$ cat config.mk
export PLATFORM = sky130hd
export DESIGN_NAME = branch_resolve_unit
export DESIGN_NICKNAME = d
export VERILOG_FILES = /design/src/rtl/branch_resolve_unit.sv
export SDC_FILE = /design/constraint.sdc
export NUM_CORES = 1
export LEC_CHECK = 0
export ABC_AREA = 1
export BUFFER_PORTS_ARGS = -buffer_cell sky130_fd_sc_hd__clkbuf_2
export CAP_MARGIN = 10
export CORE_MARGIN = 2
export CORE_UTILIZATION = 55
export CTS_CLUSTER_DIAMETER = 120
export DETAILED_ROUTE_END_ITERATION = 6
export HOLD_SLACK_MARGIN = 0.1
export PLACE_DENSITY = 0.8
export SLEW_MARGIN = 40
export SYNTH_ARGS = -nofsm -noshare
export SYNTH_HDL_FRONTEND = slang
export SYNTH_SLANG_ARGS = --single-unit
export TNS_END_PERCENT = 20
$ cat constraint.sdc
create_clock -name CLK -period 6.5 [get_ports CLK]
set_input_delay 0.325 -clock CLK [delete_from_list [all_inputs] [get_ports CLK]]
set_output_delay 0.325 -clock CLK [all_outputs]
set_load 0.01 [all_outputs]
$ cat src/rtl/branch_resolve_unit.sv
// Branch resolution unit: queues fetch predictions, checks them against resolved outcomes,
// drives fetch redirect and the BTB write port. Optional statistics counters under BRU_STATS_EN.
module branch_resolve_unit #(
    parameter int DEPTH = 4,
    parameter int CNT_W = 16
) (
    input  logic             CLK,
    input  logic             RST,
    input  logic             push,
    input  logic [31:0]      push_pc,
    input  logic             push_taken,
    input  logic [31:0]      push_target,
    output logic             full,
    output logic             empty,
    input  logic             resolve,
    input  logic [31:0]      resolve_pc,
    input  logic             resolve_taken,
    input  logic [31:0]      resolve_target,
    output logic             redirect,
    output logic [31:0]      redirect_pc,
    output logic             WEN,
    output logic [31:0]      pc_w,
    output logic             taken_w,
    output logic [31:0]      target_w,
    output logic             err,
    output logic [CNT_W-1:0] branch_cnt,
    output logic [CNT_W-1:0] mispred_cnt
);

    localparam int PW = $clog2(DEPTH);
    localparam int CW = PW + 1;

    typedef enum logic {
        RUN,
        REDIRECT
    } state_t;

    state_t state_q, state_d;

    logic [31:0]   q_pc     [DEPTH];
    logic          q_taken  [DEPTH];
    logic [31:0]   q_target [DEPTH];
    logic [PW-1:0] rd_q, wr_q;
    logic [CW-1:0] count_q;

    logic [31:0] hp, htg;
    logic        ht;
    logic        vld_p0;
    logic        mispred_p0;
    logic        push_ok;
    logic        err_set;

    assign full  = (count_q == CW'(DEPTH));
    assign empty = (count_q == '0);

    // Stage p0: head lookup, mispredict detection and push acceptance
    always_comb begin
        hp         = q_pc[rd_q];
        ht         = q_taken[rd_q];
        htg        = q_target[rd_q];
        vld_p0     = resolve && !empty;
        mispred_p0 = 1'b0;
        if (vld_p0) begin
            mispred_p0 = (ht != resolve_taken) ||
                         (ht && resolve_taken && (htg != resolve_target));
        end
        // A push concurrent with a mispredict or during REDIRECT is wrong-path, dropped quietly.
        push_ok = push && (state_q == RUN) && !mispred_p0 && (!full || vld_p0);
        err_set = (push && (state_q == RUN) && !mispred_p0 && full && !vld_p0) ||
                  (resolve && empty) ||
                  (vld_p0 && (hp != resolve_pc));
    end

    always_comb begin
        state_d = state_q;
        case (state_q)
            RUN:      if (mispred_p0) state_d = REDIRECT;
            REDIRECT: state_d = RUN;
            default:  state_d = RUN;
        endcase
    end

    always_ff @(posedge CLK or posedge RST) begin
        if (RST) state_q <= RUN;
        else     state_q <= state_d;
    end

    always_ff @(posedge CLK) begin
        if (push_ok) begin
            q_pc[wr_q]     <= push_pc;
            q_taken[wr_q]  <= push_taken;
            q_target[wr_q] <= push_target;
        end
    end

    always_ff @(posedge CLK or posedge RST) begin
        if (RST) begin
            rd_q    <= '0;
            wr_q    <= '0;
            count_q <= '0;
        end else if (mispred_p0) begin
            rd_q    <= wr_q;
            count_q <= '0;
        end else begin
            if (push_ok) wr_q <= wr_q + PW'(1);
            if (vld_p0)  rd_q <= rd_q + PW'(1);
            count_q <= count_q + CW'(push_ok) - CW'(vld_p0);
        end
    end

    // Stage p1: registered BTB update, redirect and error flag
    always_ff @(posedge CLK or posedge RST) begin
        if (RST) begin
            WEN         <= 1'b0;
            pc_w        <= '0;
            taken_w     <= 1'b0;
            target_w    <= '0;
            redirect    <= 1'b0;
            redirect_pc <= '0;
            err         <= 1'b0;
        end else begin
            WEN      <= vld_p0;
            redirect <= mispred_p0;
            if (vld_p0) begin
                pc_w     <= resolve_pc;
                taken_w  <= resolve_taken;
                target_w <= resolve_target;
            end
            if (mispred_p0) begin
                redirect_pc <= resolve_taken ? resolve_target : resolve_pc + 32'd4;
            end
            if (err_set) err <= 1'b1;
        end
    end

`ifdef BRU_STATS_EN
    function automatic logic [CNT_W-1:0] sat_inc(input logic [CNT_W-1:0] v);
        return (v == {CNT_W{1'b1}}) ? v : v + CNT_W'(1);
    endfunction

    always_ff @(posedge CLK or posedge RST) begin
        if (RST) begin
            branch_cnt  <= '0;
            mispred_cnt <= '0;
        end else begin
            if (vld_p0)     branch_cnt  <= sat_inc(branch_cnt);
            if (mispred_p0) mispred_cnt <= sat_inc(mispred_cnt);
        end
    end
`else
    assign branch_cnt  = '0;
    assign mispred_cnt = '0;
`endif

endmodule

# Word level (Yosys, flattened, before mapping)
# Memory sizes are Yosys's and may differ from the RTL's.
# Cells that the tools add are included.
# word_totals
register_bits	108
latchBits	0
ramBits	260
rom_bits	0
in_bits	134
output_inout_bits	134
elab_cells	55
mem_count	3
# classes
n_addsub	5
mul	0
div_mod_pow	0
magnitude_cmp	0
n_eq_ne	4
shift	0
mux	9
bitwise	2
n_reduce_logical	21
# mem_list
memory	words	word_bits	rd	rd_clocked_by_memory_dff	wr	line_no	source
q_pc	4	32	1	0	1	40	logic [31:0] q_pc [DEPTH];
q_target	4	32	1	0	1	42	logic [31:0] q_target [DEPTH];
q_taken	4	1	1	0	1	41	logic q_taken [DEPTH];
# op_table
op	count
!= test 32 bit	2
adder 32 x 3 -> 32 bit, second input constant	1
two-way mux 32 bit	1
logical AND 1 bit	10
adder 2 x 1 -> 2 bit, second input constant	2
logical NOT 1 bit	4
logical OR 1 bit	4
two-way mux 1 bit	4
two-way mux 2 bit	2
adder 3 x 1 -> 3 bit	1
equality test 3 bit, second input constant	1
logical NOT 3 bit	1
two-way mux 3 bit	1
subtractor 3 x 1 -> 3 bit	1
NOT 1 bit	2
case mux 1 bit (2 select lines)	1
AND reduction 2 bit	1
nonzero test 2 bit	1
!= test 1 bit	1

# Logic depth before layout (Yosys ltp)
# An unclocked memory read counts as a cell.
# depth
depth_word	11
mapped_depth	25
depth_no_buf	22

# Least setup slack after synthesis
# No wires, ideal clock.
# synth_timing
kind	reg-to-reg
from	register rd_q[0]
to	memory q_pc[0][0] (enable)
setup_ps	488
t_arrival_ps	4809
required_time_ps	6012
path_slack_ps	1203
path_stages_with_launch	14
path_buffers	5
synth_period_minus_slack_ps	5297
cell_sequence	dfrtp_1 > buf_4 > buf_2 > buf_2 > clkbuf_1 > o21ai_0 > o22ai_1 > ha_1 > inv_1 > nand2_2 > nand2_2 > buf_6 > nand3_4 > nor2_1
# synth_via
elab_chain_len	10
elab_cells_between_ends	13
cone_classes	2 x eq/ne; 3 x mux; 6 x reduce/logical; 2 x memory
# synth_lines
item	line_no	source
start: declaration	43	logic [PW-1:0] rd_q, wr_q;
start signal: assignment	102	rd_q <= wr_q;
start signal: assignment	106	if (vld_p0) rd_q <= rd_q + PW'(1);
memory (4 x 32 bit) or memory (4 x 1 bit) (tied branches)	-	
!= test 32 bit or logical AND 1 bit (tied branches)	65	(ht && resolve_taken && (htg != resolve_target));
logical AND 1 bit	65	
logical OR 1 bit *	64	mispred_p0 = (ht != resolve_taken) ||
two-way mux 1 bit *	63	if (vld_p0) begin
logical NOT 1 bit *	68	push_ok = push && (state_q == RUN) && !mispred_p0 && (!full || vld_p0);
logical AND 1 bit * (2 in series)	68	
two-way mux 1 bit *	89	if (push_ok) begin
two-way mux 1 bit (implied by the code) *	90	q_pc[wr_q] <= push_pc;
end: declaration	40	
# Every way passes the cells marked *; elsewhere a longest branch is shown, timed or not.

# Final worst setup path
# layout_timing
from	register rd_q[0]
to	register count_q[2]
# layout_via
elab_chain_len	11
elab_cells_between_ends	14
cone_classes	2 x add/sub; 2 x eq/ne; 2 x mux; 6 x reduce/logical; 2 x memory
# layout_lines
item	line_no	source
memory (4 x 32 bit) or memory (4 x 1 bit) (tied branches)	-	
!= test 32 bit or logical AND 1 bit (tied branches)	65	
logical AND 1 bit	65	
logical OR 1 bit *	64	
two-way mux 1 bit *	63	
logical NOT 1 bit	68	
logical AND 1 bit (2 in series)	68	
adder 3 x 1 -> 3 bit	107	count_q <= count_q + CW'(push_ok) - CW'(vld_p0);
subtractor 3 x 1 -> 3 bit	107	
two-way mux 3 bit *	101	end else if (mispred_p0) begin
end signal: assignment	107	
end: declaration	44	logic [CW-1:0] count_q;
# Marked as above.
# A chain may end at the register's enable or synchronous reset.

==> impl_summary.md <==
Status
The flow ran to the end, and the final reports show no timing, DRC or antenna violations.

GRT
Summed over all layers, the global routing overflow is 0. Entering global routing, the biggest net connects 133 pins. The first global-routing pass estimated around 71,000 um of wire. In the global route stage, overall resource usage came out at ~30%. The initial antenna violation count was 3. The via count of the first global-routing pass is roughly 13,000.

STA
Setup repair after global routing left no endpoint under its margin. For the finished layout, the period the worst path requires is between 4 and 5 ns. The final number of hold-violating endpoints came to 0. Hold is met by 0.124 ns. The final critical path takes up 67.6% of the cycle. The final setup TNS is 0 ns.

The maximum clock rate is approximately 230 MHz. Once routing completed, OpenROAD measured the worst setup slack at 2.10 ns. The number of pins with negative max-slew slack in the final report is 0. Headroom to the max-slew limit came out at a little under two fifths. The clock skew after layout is roughly 0.021 ns. At the pin with the least slew margin, the transition time is around 0.94 ns. The total of endpoints with negative setup slack in the final report is 0.

Placement
The post-place setup slack is approximately 2.2 ns. Summing all placed instances gives a cell area of around 18,000 um^2. In this run, placement finished with an instance count of ~2,300. The placer's final routability congestion estimate is slightly above 0.9. The count of input and output buffers is 235. The sum of net half-perimeters after detailed placement is 31,300 um.

Synth
The proportion of synthesized chip area in sequential cells is 64.0%. Sorting the synthesized cells by area gives the leading types as sky130_fd_sc_hd__edfxtp_1 (48%), sky130_fd_sc_hd__dfrtp_1 (16%), sky130_fd_sc_hd__nand2_1 (12%). The average instance area after synthesis is about 9.7 um^2.

The cell accounting for the most synthesized area is sky130_fd_sc_hd__edfxtp_1. The number of distinct library cells after synthesis is 33. The gate count after technology mapping is 1,696.

The fraction of synthesized cell area taken by the top area cell type is between 40% and 50%. The post-synthesis sequential element count is between 300 and 400. The combined area of all synthesized cells is approximately 16,000 um^2.

The number of warnings reported in the yosys synthesis log is 0.

Critical path
The kind of critical path is reg2reg. The endpoint identified for the worst register-to-register timing path is count_q[2]. The arrival time at the worst endpoint is around 4.8 ns. STA classifies the critical path endpoint as a register. Following the worst setup path forward leads to its endpoint at count_q[2]. The worst register-to-register path has a depth of 23. For the worst setup path, the data required time is ~7 ns. Across all register-to-register paths, the minimum setup slack is 2.10 ns.

The most critical setup path has its startpoint at rd_q[0]. The reg-to-reg startpoint is rd_q[0]. STA classifies the critical path startpoint as a register.

Along the worst path, the maximum fanout reaches 50.

Floorplan
The horizontal extent of the die is between 150 and 200 um. The initial cell density of the core is a little under three fifths. Row generation in the floorplan step produced between 60 and 70 rows. The floorplan step defined a core boundary enclosing 29,600 um^2. The die is about 180 um tall. 268 I/O pins were placed. The overall die area is approximately 31,000 um^2.

Cells and area
The area of all sequential standard cells is 10,500 um^2. The number of cells in the finished layout apart from fillers is between 2,000 and 2,500. Leaving out fill and tap cells, the most frequent cells in the layout are sky130_fd_sc_hd__nand2_1 (546), sky130_fd_sc_hd__edfxtp_1 (260), sky130_fd_sc_hd__clkbuf_2 (235). The area used by multi-input combinational logic is 4980 um^2. The cell area after layout is between 15,000 and 20,000 um^2. Measured on the finished design, the core utilization comes to around two thirds. Cells with a size suffix above 1 make up 16.2% of the layout. The relative area change from synthesis to final layout is 20.0%. After filler insertion, the fill cell instance count of the layout stands at around 2,200. The number of nets in the finished design is ~2,100. The library cell used most frequently in the layout, excluding fill and tap cells, is sky130_fd_sc_hd__nand2_1.

Detailed routing
The remaining routing DRC violations is 0. The vias after detailed routing is 13,400. Dividing the detail-routed via count by the number of cells gives between 5 and 6. The total routed wirelength is 46,700 um. The number of detailed-routing iterations run before antenna repair is 7. The violation count after the first detailed-route iteration is roughly 1,700. The average wire per cell in the routed design is around 19 um.

The number of routed nets with antenna violations is 0.

Pwr
The clock network power share is 25.1%. The static leakage is between 8 and 9 nW. Net switching is between 30 and 40% of the power. The completed layout was analyzed and its total power is ~8.6 mW. The peak supply drop is between 0.2 and 0.3 mV. In this run, the combinational gates consume about a third of the power. The internal power component is 5.36 mW.

Dividing total power by cell area gives a power density of 437 nW/um^2. The register share of total power is 40.2%. The total net switching power is approximately 3.2 mW.

Clock network
TritonCTS built the clock tree. The number of buffers inserted for hold repair after clock tree synthesis is 67. For the worst-skew pair, the clock arrives at the later sink with an insertion delay of around 0.53 ns. CTS built an H-tree with a depth of 2. The tree is rooted in a sky130_fd_sc_hd__clkbuf_16. Counting along the longest clock path gives a buffer depth of 3. The number of gates given a new drive strength after cts is 0. The number of clock buffers inserted by TritonCTS is 38.

The clock sink count is 368. The number of buffers inserted by post-CTS setup repair is 0. After clock tree synthesis, the clock-pin slew on the worst setup and hold paths is 0.06 ns.

Min path
The path category of the worst min-delay check is in2reg.

Flow run
The number of maximum-capacitance constraint violations is 0.
-- cell type report --
class                      instances  share of cell area [%]
sequential                       368                    53.3
multi-input combinational       1123                    25.3
timing repair buffer             318                    10.1
clock buffer                      52                    5.45
inverter                         133                    2.57
tap                              390                    2.47
clock inverter                    17                   0.793
antenna                            3                  0.0381
-- cells by family after synthesis --
logic type | after synthesis | synth area share [%]
AO/OA/AOI/OAI | 185 | 5.77
XOR/XNOR | 21 | 1.12
adder cells (fa/ha/maj) | 8 | 0.655
buffers and inverters | 236 | 6.65
flip-flops | 368 | 64.0
other | 1 | 0.0228
AND/OR/NAND/NOR | 877 | 21.8
-- sequential cells by signal (all words and copies together) (netlist names), 2 cells and up --
name	count
count_q	3
pc_w	32
q_pc	128
q_taken	4
q_target	128
rd_q	2
redirect_pc	32
target_w	32
wr_q	2
-- how the worst min path moves through the flow --
stage | depth (start not counted) | end | startpoint | slack, ns
global route | 3 | target_w[15] | resolve_target[15] | 0.15
finish | 3 | target_w[15] | resolve_target[15] | 0.12
detailed placement | 1 | state_q | state_q | 0.45
CTS | 3 | target_w[15] | resolve_target[15] | 0.12
global placement | 1 | state_q | state_q | 0.41
floorplan | 1 | state_q | state_q | 0.40
-- metal layers --
layer,global-route usage [%],vias up,wire length [um]
li1,-,6135,-
met1,40.6,6234,17600
met2,47.2,906,21500
met3,5.69,143,5460
met4,13.4,0,2140
met5,0,-,0
-- power groups by stage --
stage | logic [mW] | clock network (mW) | registers [mW]
3_5_place_dp | 2.90 | 0 | 3.49
5_1_grt | 3.33 | 2.26 | 3.51
2_1_floorplan | 1.85 | 0 | 3.56
4_1_cts | 2.95 | 2.16 | 3.45
6_report | 2.99 | 2.16 | 3.46
3_3_place_gp | 2.79 | 0 | 3.48
-- cells in the mapped netlist --
master	number
sky130_fd_sc_hd__a21oi_1	7
sky130_fd_sc_hd__a2bb2oi_1	1
sky130_fd_sc_hd__buf_1	6
sky130_fd_sc_hd__buf_2	24
sky130_fd_sc_hd__buf_4	35
sky130_fd_sc_hd__buf_6	6
sky130_fd_sc_hd__clkbuf_1	32
sky130_fd_sc_hd__conb_1	1
sky130_fd_sc_hd__dfrtp_1	108
sky130_fd_sc_hd__edfxtp_1	260
sky130_fd_sc_hd__fa_1	1
sky130_fd_sc_hd__ha_1	7
sky130_fd_sc_hd__inv_1	130
sky130_fd_sc_hd__inv_2	3
sky130_fd_sc_hd__nand2_1	546
sky130_fd_sc_hd__nand2_2	2
sky130_fd_sc_hd__nand3_1	154
sky130_fd_sc_hd__nand3_4	1
sky130_fd_sc_hd__nand4_1	15
sky130_fd_sc_hd__nor2_1	140
sky130_fd_sc_hd__nor2_2	1
sky130_fd_sc_hd__nor3_1	5
sky130_fd_sc_hd__nor3_2	1
sky130_fd_sc_hd__nor3b_1	1
sky130_fd_sc_hd__nor4_1	9
sky130_fd_sc_hd__o2111ai_1	1
sky130_fd_sc_hd__o211ai_1	1
sky130_fd_sc_hd__o21ai_0	160
sky130_fd_sc_hd__o21ai_1	5
sky130_fd_sc_hd__o22ai_1	10
sky130_fd_sc_hd__or2_2	2
sky130_fd_sc_hd__xnor2_1	2
sky130_fd_sc_hd__xor2_1	19
-- worst max-delay path, cell delays in order (launching register included) --
cell                       delay [ns]
sky130_fd_sc_hd__dfrtp_4         0.41
sky130_fd_sc_hd__clkinv_2        0.57
sky130_fd_sc_hd__buf_4           0.46
sky130_fd_sc_hd__nand2_1         0.08
sky130_fd_sc_hd__nand3_1         0.08
sky130_fd_sc_hd__nand2_1         0.11
sky130_fd_sc_hd__nand2_1         0.05
sky130_fd_sc_hd__nand2_1         0.06
sky130_fd_sc_hd__nand3_1         0.08
sky130_fd_sc_hd__nor2_1          0.11
sky130_fd_sc_hd__nand2_1         0.07
sky130_fd_sc_hd__nor2_1          0.26
sky130_fd_sc_hd__nand2_1         0.14
sky130_fd_sc_hd__nand2_1         0.12
sky130_fd_sc_hd__nand2_2         0.10
sky130_fd_sc_hd__nand2_2         0.10
sky130_fd_sc_hd__buf_4           0.42
sky130_fd_sc_hd__nand4_1         0.13
sky130_fd_sc_hd__nand2_1         0.09
sky130_fd_sc_hd__ha_1            0.14
sky130_fd_sc_hd__inv_1           0.05
sky130_fd_sc_hd__fa_1            0.38
sky130_fd_sc_hd__xor2_1          0.16
sky130_fd_sc_hd__nor2_1          0.06
Power figures use the tool's default switching activity.
